File: config.mk
export PLATFORM = sky130hd
export DESIGN_NAME = cic_integrator_decimator
export DESIGN_NICKNAME = d
export VERILOG_FILES = /design/src/rtl/cic_integrator_decimator.sv
export SDC_FILE = /design/constraint.sdc
export NUM_CORES = 1
export LEC_CHECK = 0
export CAP_MARGIN = 20
export CORE_AREA = 3 3 211 213
export CTS_BUF_LIST = sky130_fd_sc_hd__clkbuf_2 sky130_fd_sc_hd__clkbuf_4 sky130_fd_sc_hd__clkbuf_8
export DETAILED_ROUTE_END_ITERATION = 8
export DIE_AREA = 0 0 214 216
export GPL_TIMING_DRIVEN = 0
export SLEW_MARGIN = 10
export SYNTH_ARGS = -nofsm -noshare
export SYNTH_HDL_FRONTEND = slang
export SYNTH_SLANG_ARGS = --single-unit
File: constraint.sdc
create_clock -name clock -period 9.28 [get_ports clock]
set_input_delay 0.928 -clock clock [delete_from_list [all_inputs] [get_ports clock]]
set_output_delay 0.928 -clock clock [all_outputs]
set_load 0.01 [all_outputs]
File: src/rtl/cic_integrator_decimator.sv
// Integrator and downsampler half of a CIC decimator: STAGES wrap-around integrators at the
// input rate, emitting one full-precision sample plus a one-cycle strobe every R input strobes.
module cic_integrator_decimator #(
    parameter  int INPUT_WIDTH = 16,
    parameter  int STAGES      = 4,
    parameter  int RATE_WIDTH  = 8,
    localparam int ACC_WIDTH   = INPUT_WIDTH + STAGES * RATE_WIDTH
) (
    input  logic                   clock,
    input  logic                   reset,
    input  logic                   enable,
    input  logic [RATE_WIDTH-1:0]  rate,
    input  logic                   strobe_in,
    input  logic [INPUT_WIDTH-1:0] d_in,
    output logic                   strobe_out,
    output logic [ACC_WIDTH-1:0]   d_out
);

    localparam logic [RATE_WIDTH:0] RATE_ONE = 1;

    logic [ACC_WIDTH-1:0]  acc_q [STAGES];
    logic [ACC_WIDTH-1:0]  acc_d [STAGES];
    logic [RATE_WIDTH:0]   count_q, count_d;
    logic [RATE_WIDTH:0]   rate_q, rate_d;
    logic [ACC_WIDTH-1:0]  dout_q, dout_d;
    logic                  strobe_q, strobe_d;
    logic [RATE_WIDTH:0]   rate_sel;
    logic [ACC_WIDTH-1:0]  d_in_ext;
    logic                  last_sample;

    // The counter is one bit wider than the rate port so that rate_q compares exactly
    assign rate_sel    = ({1'b0, rate} <= RATE_ONE) ? RATE_ONE : {1'b0, rate};
    assign d_in_ext    = {{(ACC_WIDTH - INPUT_WIDTH){d_in[INPUT_WIDTH-1]}}, d_in};
    assign last_sample = (count_q == (rate_q - RATE_ONE));

    always_comb begin
        acc_d    = acc_q;
        count_d  = count_q;
        rate_d   = rate_q;
        dout_d   = dout_q;
        strobe_d = 1'b0;
        if (!enable) begin
            for (int k = 0; k < STAGES; k++) begin
                acc_d[k] = '0;
            end
            count_d = '0;
            rate_d  = rate_sel;
            dout_d  = '0;
        end else if (strobe_in) begin
            // Every stage adds the previous stage's old value: one pipeline register per stage
            acc_d[0] = acc_q[0] + d_in_ext;
            for (int k = 1; k < STAGES; k++) begin
                acc_d[k] = acc_q[k] + acc_q[k-1];
            end
            if (last_sample) begin
                count_d  = '0;
                dout_d   = acc_q[STAGES-1];
                strobe_d = 1'b1;
                rate_d   = rate_sel;
            end else begin
                count_d = count_q + RATE_ONE;
            end
        end
    end

    always_ff @(posedge clock) begin
        if (reset) begin
            for (int k = 0; k < STAGES; k++) begin
                acc_q[k] <= '0;
            end
            count_q  <= '0;
            rate_q   <= RATE_ONE;
            dout_q   <= '0;
            strobe_q <= 1'b0;
        end else begin
            for (int k = 0; k < STAGES; k++) begin
                acc_q[k] <= acc_d[k];
            end
            count_q  <= count_d;
            rate_q   <= rate_d;
            dout_q   <= dout_d;
            strobe_q <= strobe_d;
        end
    end

    assign strobe_out = strobe_q;
    assign d_out      = dout_q;

endmodule
== After elaboration in Yosys (flattened, before gate mapping) ==
Index checks and enable logic that the tools add are counted.

* Reduce and logical (&&, ||, !) cells: 4
* Bitwise operators: 2
* Order comparisons: 1
* Eq/ne operators: 3
* $add $sub $neg: 6
* Mux-type cells: 6

{| class="wikitable"
|+ Operators with widths
! kind !! count
|-
| $add 48x48->48 || 4
|-
| $mux 9 || 4
|-
| $add 9x1->9 const B || 1
|-
| $eq 9x9->1 || 1
|-
| $sub 9x1->9 const B || 1
|-
| $le 8x1->1 const B || 1
|-
| $mux 8 || 1
|-
| $ne 2x1->1 const B || 2
|-
| $reduce_and 2->1 || 2
|-
| $reduce_or 3->1 || 1
|-
| $not 1->1 || 2
|-
| $reduce_or 2->1 || 1
|-
| $mux 1 || 1
|}

* Input port bits: 28
* Logic and storage cells: 30
* Output and inout bits: 49
* Register bits: 259

== Logic depth before layout (Yosys ltp) ==
* Word-level depth: 5
* Gate-level depth with buffers: 13
* Gate-level depth less buffers: 12

== Worst setup path before layout ==
Ideal clock, no wire load.

* Path type: input port to flip-flop
* Start: input d_in[0]
* End: register acc_q[190] (netlist bit)
* Arrival time: 3.280 ns
* Required time: 9.149 ns
* Cell stages on the path: 12
* Library setup time: 0.131 ns
* Path slack: 5.869 ns
* Path buffers: 0
* Cell sequence: ha_1 fa_1 a211oi_1 nor2_1 a31oi_1 a211oi_1 a211oi_2 o31ai_1 nor3b_2 a31oi_1 mux2i_1 o311ai_1

* Longest elaborated chain between the ends: 1

{| class="wikitable"
|+ RTL lines
! element !! RTL line !! RTL
|-
| start, declared || 14 || <nowiki>input logic [INPUT_WIDTH-1:0] d_in,</nowiki>
|-
| $add 48x48->48 || 51 || <nowiki>acc_d[0] = acc_q[0] + d_in_ext;</nowiki>
|-
| end signal, assigned by index || 77 || <nowiki>acc_q[k] <= acc_d[k];</nowiki>
|-
| end, declared || 21 || <nowiki>logic [ACC_WIDTH-1:0] acc_q [STAGES];</nowiki>
|}

No other way between the ends.
A chain may end at the register's enable or synchronous reset.

== Worst setup path in the final report ==
Same ends and word-level chain as after synthesis.

==> results.md <==
- Largest net degree at the start of global routing: 37
- Crit share post-route: between 40% and 50%
- Switching share of power: between 20 and 30%
- Psw: 730 uW
- Crit path kind: input pin to flip-flop
- Worst path buffer plus inverter count: 1
- # resized after CTS: 0
- Final Hold Fails: 0
- Flops & latches, synth: between 200 and 300
- Leak pwr: 0.00985 uW
- Syn Area/Cell: ~8.0 sq um
- IO Count: 77
- Adder-cell share of the synthesized area: 12.8%
- DR vias: 17519
- Pint: 1900 uW
- Non-filler cells, final: about 3100
- Vias in the first global route: around 17000
- Layout net count: 2743
- Slowest CP cell: a211oi_2
- CTS Buffer Depth: 3
- Synth Area in XOR/XNOR: roughly 8.4%
- Outcome: finished, final reports clean
- Worst EP required: between 9 and 10 ns
- Total Routing Usage GR: 23.3%
- Congestion Overflow GR: 0
- Vias per inst: approximately 5.6
- First-pass GRT wire length: between 80 and 90 mm
- Inserted Diodes: 0
- Clk_lat worst skew: roughly 0.63 ns
- Die height: 216 microns
- Multi-input logic area: 13400 sq um
- Hold WC Path Type: flip-flop to flip-flop
- Period minus WS final: 3.96 ns
- Synthesized area: 19200 sq um
- Slew Viols, Final: 0
- Synth Instances: 2400
- TNS Setup: 0 ns
- Mux cell area share after synthesis: a little under 7%
- CTS tree: done
- RSZ-0062 raised after global routing: false
- Crit-path leading delay family: compound AO/OA/AOI/OAI gates
- Met3 WL post-DR: 2.62 mm
- VDD IR-drop max: 0.0738 mV
- Combinational share of power: 13.4%
- Area Overhead vs Synth: 12.7%
- Max Used Layer: met4
- CTS Hold Bufs: 0
- Main flop type after synthesis: dfxtp_1
- Clk network pwr share: 42.8%
- Compound-cell area share of the yosys netlist: 24.9%
- Max-cap viol count: 0
- CP arrival: 4.45 ns
- Pre-antenna DRT Iters: 5
- IO buf count: 74
- Postcts setup bufs: 0
- Largest family of logic cells by synthesized area: compound AO/OA/AOI/OAI gates
- Register area: 5160 sq um
- Setup Viol. Count Final: 0
- Ys async rst share: 0%
- Area share of and/or/nand/nor cells after synthesis: 16.9%
- Reg power frac: approximately 44%
- GP Congestion: 0.937
- Pwr Total: around 2600 uW
- Skew final: 0.0456 ns
- Remaining DRCs: 0
- Avg WL per Cell: between 15 and 20 microns
- Die span in x: 214 microns
- Crit Path Max Fanout: 5
- Yosys cell types: 85
- Slew HR: 26.3%
- Initial antenna violation count: 0
- Warning count from the yosys run: 0
- Hold WS: 0.472 ns
- Routed WL: 55.1 mm
- Sequential area share after synthesis: between 20% and 30%
- Synth Net Count: about 2600
- M1 WL: 27.3 mm
- 1st-iter DRT viols: 1027
- CTS root buf: clkbuf_8
- Fillers: 4177
- Starting Density: 44.9%
- CP startpoint kind: input pin
- Worst-path clk slew: 0.06 ns
- Worst setup EP type: flip-flop
- Post-DRT Antenna Nets: 0
- Worst stage delay on the critical path: 0.49 ns
- Worst slew pin tran: 1.11 ns
- Post-synth EDFFs: 0
- Die area: around 46000 sq um
- Total core area: 42900 sq um
- Crit-path cells: clkdlybuf4s50_1, ha_1, fa_1, a211oi_1, nor2_1, a31oi_1, a211oi_1, a211oi_2, o31ai_1, nor3b_2, a31oi_1, mux2i_1, o311ai_1
- Num rows: 76
- Dpl hpwl: 43.4 mm
- Htree depth: 2
- Pwr Density: 121 nW/um^2
- Met2 wire length: 23.6 mm
- Total CTS buffers: between 40 and 50
- FMAX: 252 MHz
- Clk sink count: roughly 260
- Layout cells sized above 1: 5.60%
- Placed cells: 3060
[worst min-delay path: stages (launching register included)]
cell and delay, ns:
dfxtp_1 0.32, nand2_1 0.05, mux2i_1 0.05
[cell usage in the layout (no fill, tap or decap), types with 11 or more instances in the layout]
master | netlist | layout
nor2_1 | 295 | 295
dfxtp_1 | 258 | 258
a21oi_1 | 209 | 209
nand2_1 | 199 | 199
ha_1 | 190 | 190
o21ai_0 | 144 | 144
mux2i_1 | 132 | 132
a21o_1 | 120 | 120
xnor2_1 | 100 | 100
xor2_1 | 84 | 84
clkbuf_1 | 74 | 74
clkdlybuf4s50_1 | 0 | 73
nand3_1 | 58 | 58
clkbuf_8 | 0 | 56
inv_1 | 50 | 50
nand4_1 | 45 | 45
o21bai_1 | 38 | 38
a211oi_1 | 33 | 33
a31oi_1 | 32 | 32
nor3_1 | 31 | 31
buf_2 | 27 | 28
o21ai_1 | 26 | 26
o21a_1 | 21 | 21
and3_1 | 19 | 19
o211ai_1 | 17 | 17
nor2b_1 | 15 | 15
nand2b_1 | 12 | 12
and2_1 | 12 | 12
clkinv_2 | 0 | 11
[metal layers]
| metal | vias to the layer above | GRT usage [%] |
|---|---|---|
| met2 | 404 | 36.6 |
| met5 | - | 0 |
| met4 | 0 | 6.85 |
| li1 | 8980 | - |
| met3 | 90 | 3.22 |
| met1 | 8045 | 33.2 |
[metrics by stage]
step,area [sq um],setup WS (ns),utilization [%]
2_1_floorplan,19200,5.87,-
3_3_place_gp,20700,3.83,48.3
3_5_place_dp,20700,4.68,48.3
4_1_cts,21700,5.31,50.6
5_1_grt,21700,5.11,50.6
6_report,21700,5.32,50.6
[registers in the layout (all words and copies together), names as in the netlist]
register	cells
acc_q	192
count_q	9
d_out	48
rate_q	8
strobe_out	1
[path summary, 6_finish.rpt]
| path | from | endpoint | slack (ns) | cells past startpoint |
|---|---|---|---|---|
| worst max-delay path | d_in[0] | acc_q[190] | 5.32 | 13 |
| worst min-delay path | acc_q[47] | acc_q[47] | 0.47 | 2 |
| worst max register to register | acc_q[144] | acc_q[190] | 5.75 | 12 |
| worst min register to register | acc_q[47] | acc_q[47] | 0.47 | 2 |
[cell usage after synthesis (7+ instances only)]
library cell,number,area share [%]
nor2_1,295,5.8
o21bai_1,38,1.5
and3_1,19,0.62
or3_1,7,0.23
nor2b_1,15,0.49
and2_1,12,0.39
clkbuf_1,74,1.4
buf_1,10,0.20
a221oi_1,7,0.32
o21ai_0,144,3.7
nand2b_1,12,0.39
mux2i_1,132,6.9
a21o_1,120,4.7
a21oi_1,209,5.4
nor3_1,31,0.81
o21ai_1,26,0.68
a31oi_1,32,1.0
ha_1,190,12
nand4_1,45,1.5
o21a_1,21,0.82
o211ai_1,17,0.66
dfxtp_1,258,27
buf_2,27,0.70
inv_1,50,0.98
a211oi_1,33,1.3
xnor2_1,100,4.6
xor2_1,84,3.8
o31ai_1,8,0.31
nand2_1,199,3.9
o31a_1,8,0.36
nand3_1,58,1.5
[power groups by stage]
stage | combinational, uW | sequential, uW | clock (uW)
finish | 353 | 1150 | 1130
global route | 392 | 1150 | 1200
CTS | 353 | 1150 | 1150
detailed placement | 352 | 1170 | 0
global placement | 347 | 1170 | 0
floorplan | 258 | 1160 | 0
[cells by family (layout without fill, tap and decap cells)]
family / count (synthesis) / count (layout)
adder cells (fa/ha/maj): 194 / 194
AND/OR/NAND/NOR: 727 / 727
AO/OA/AOI/OAI: 742 / 742
multiplexers: 132 / 132
flip-flops: 258 / 258
XOR/XNOR: 184 / 184
buffers and inverters: 163 / 318
[area by class of cell]
cell class	count	area share (%)
Tap cell	585	3.37
Clock inverter	15	0.606
Clock buffer	65	3.86
Inverter	51	0.882
Buffer	112	2.10
Timing Repair Buffer	75	3.44
Multi-Input combinational cell	1979	61.9
Sequential cell	258	23.8
(Power assumes the default switching activity.)
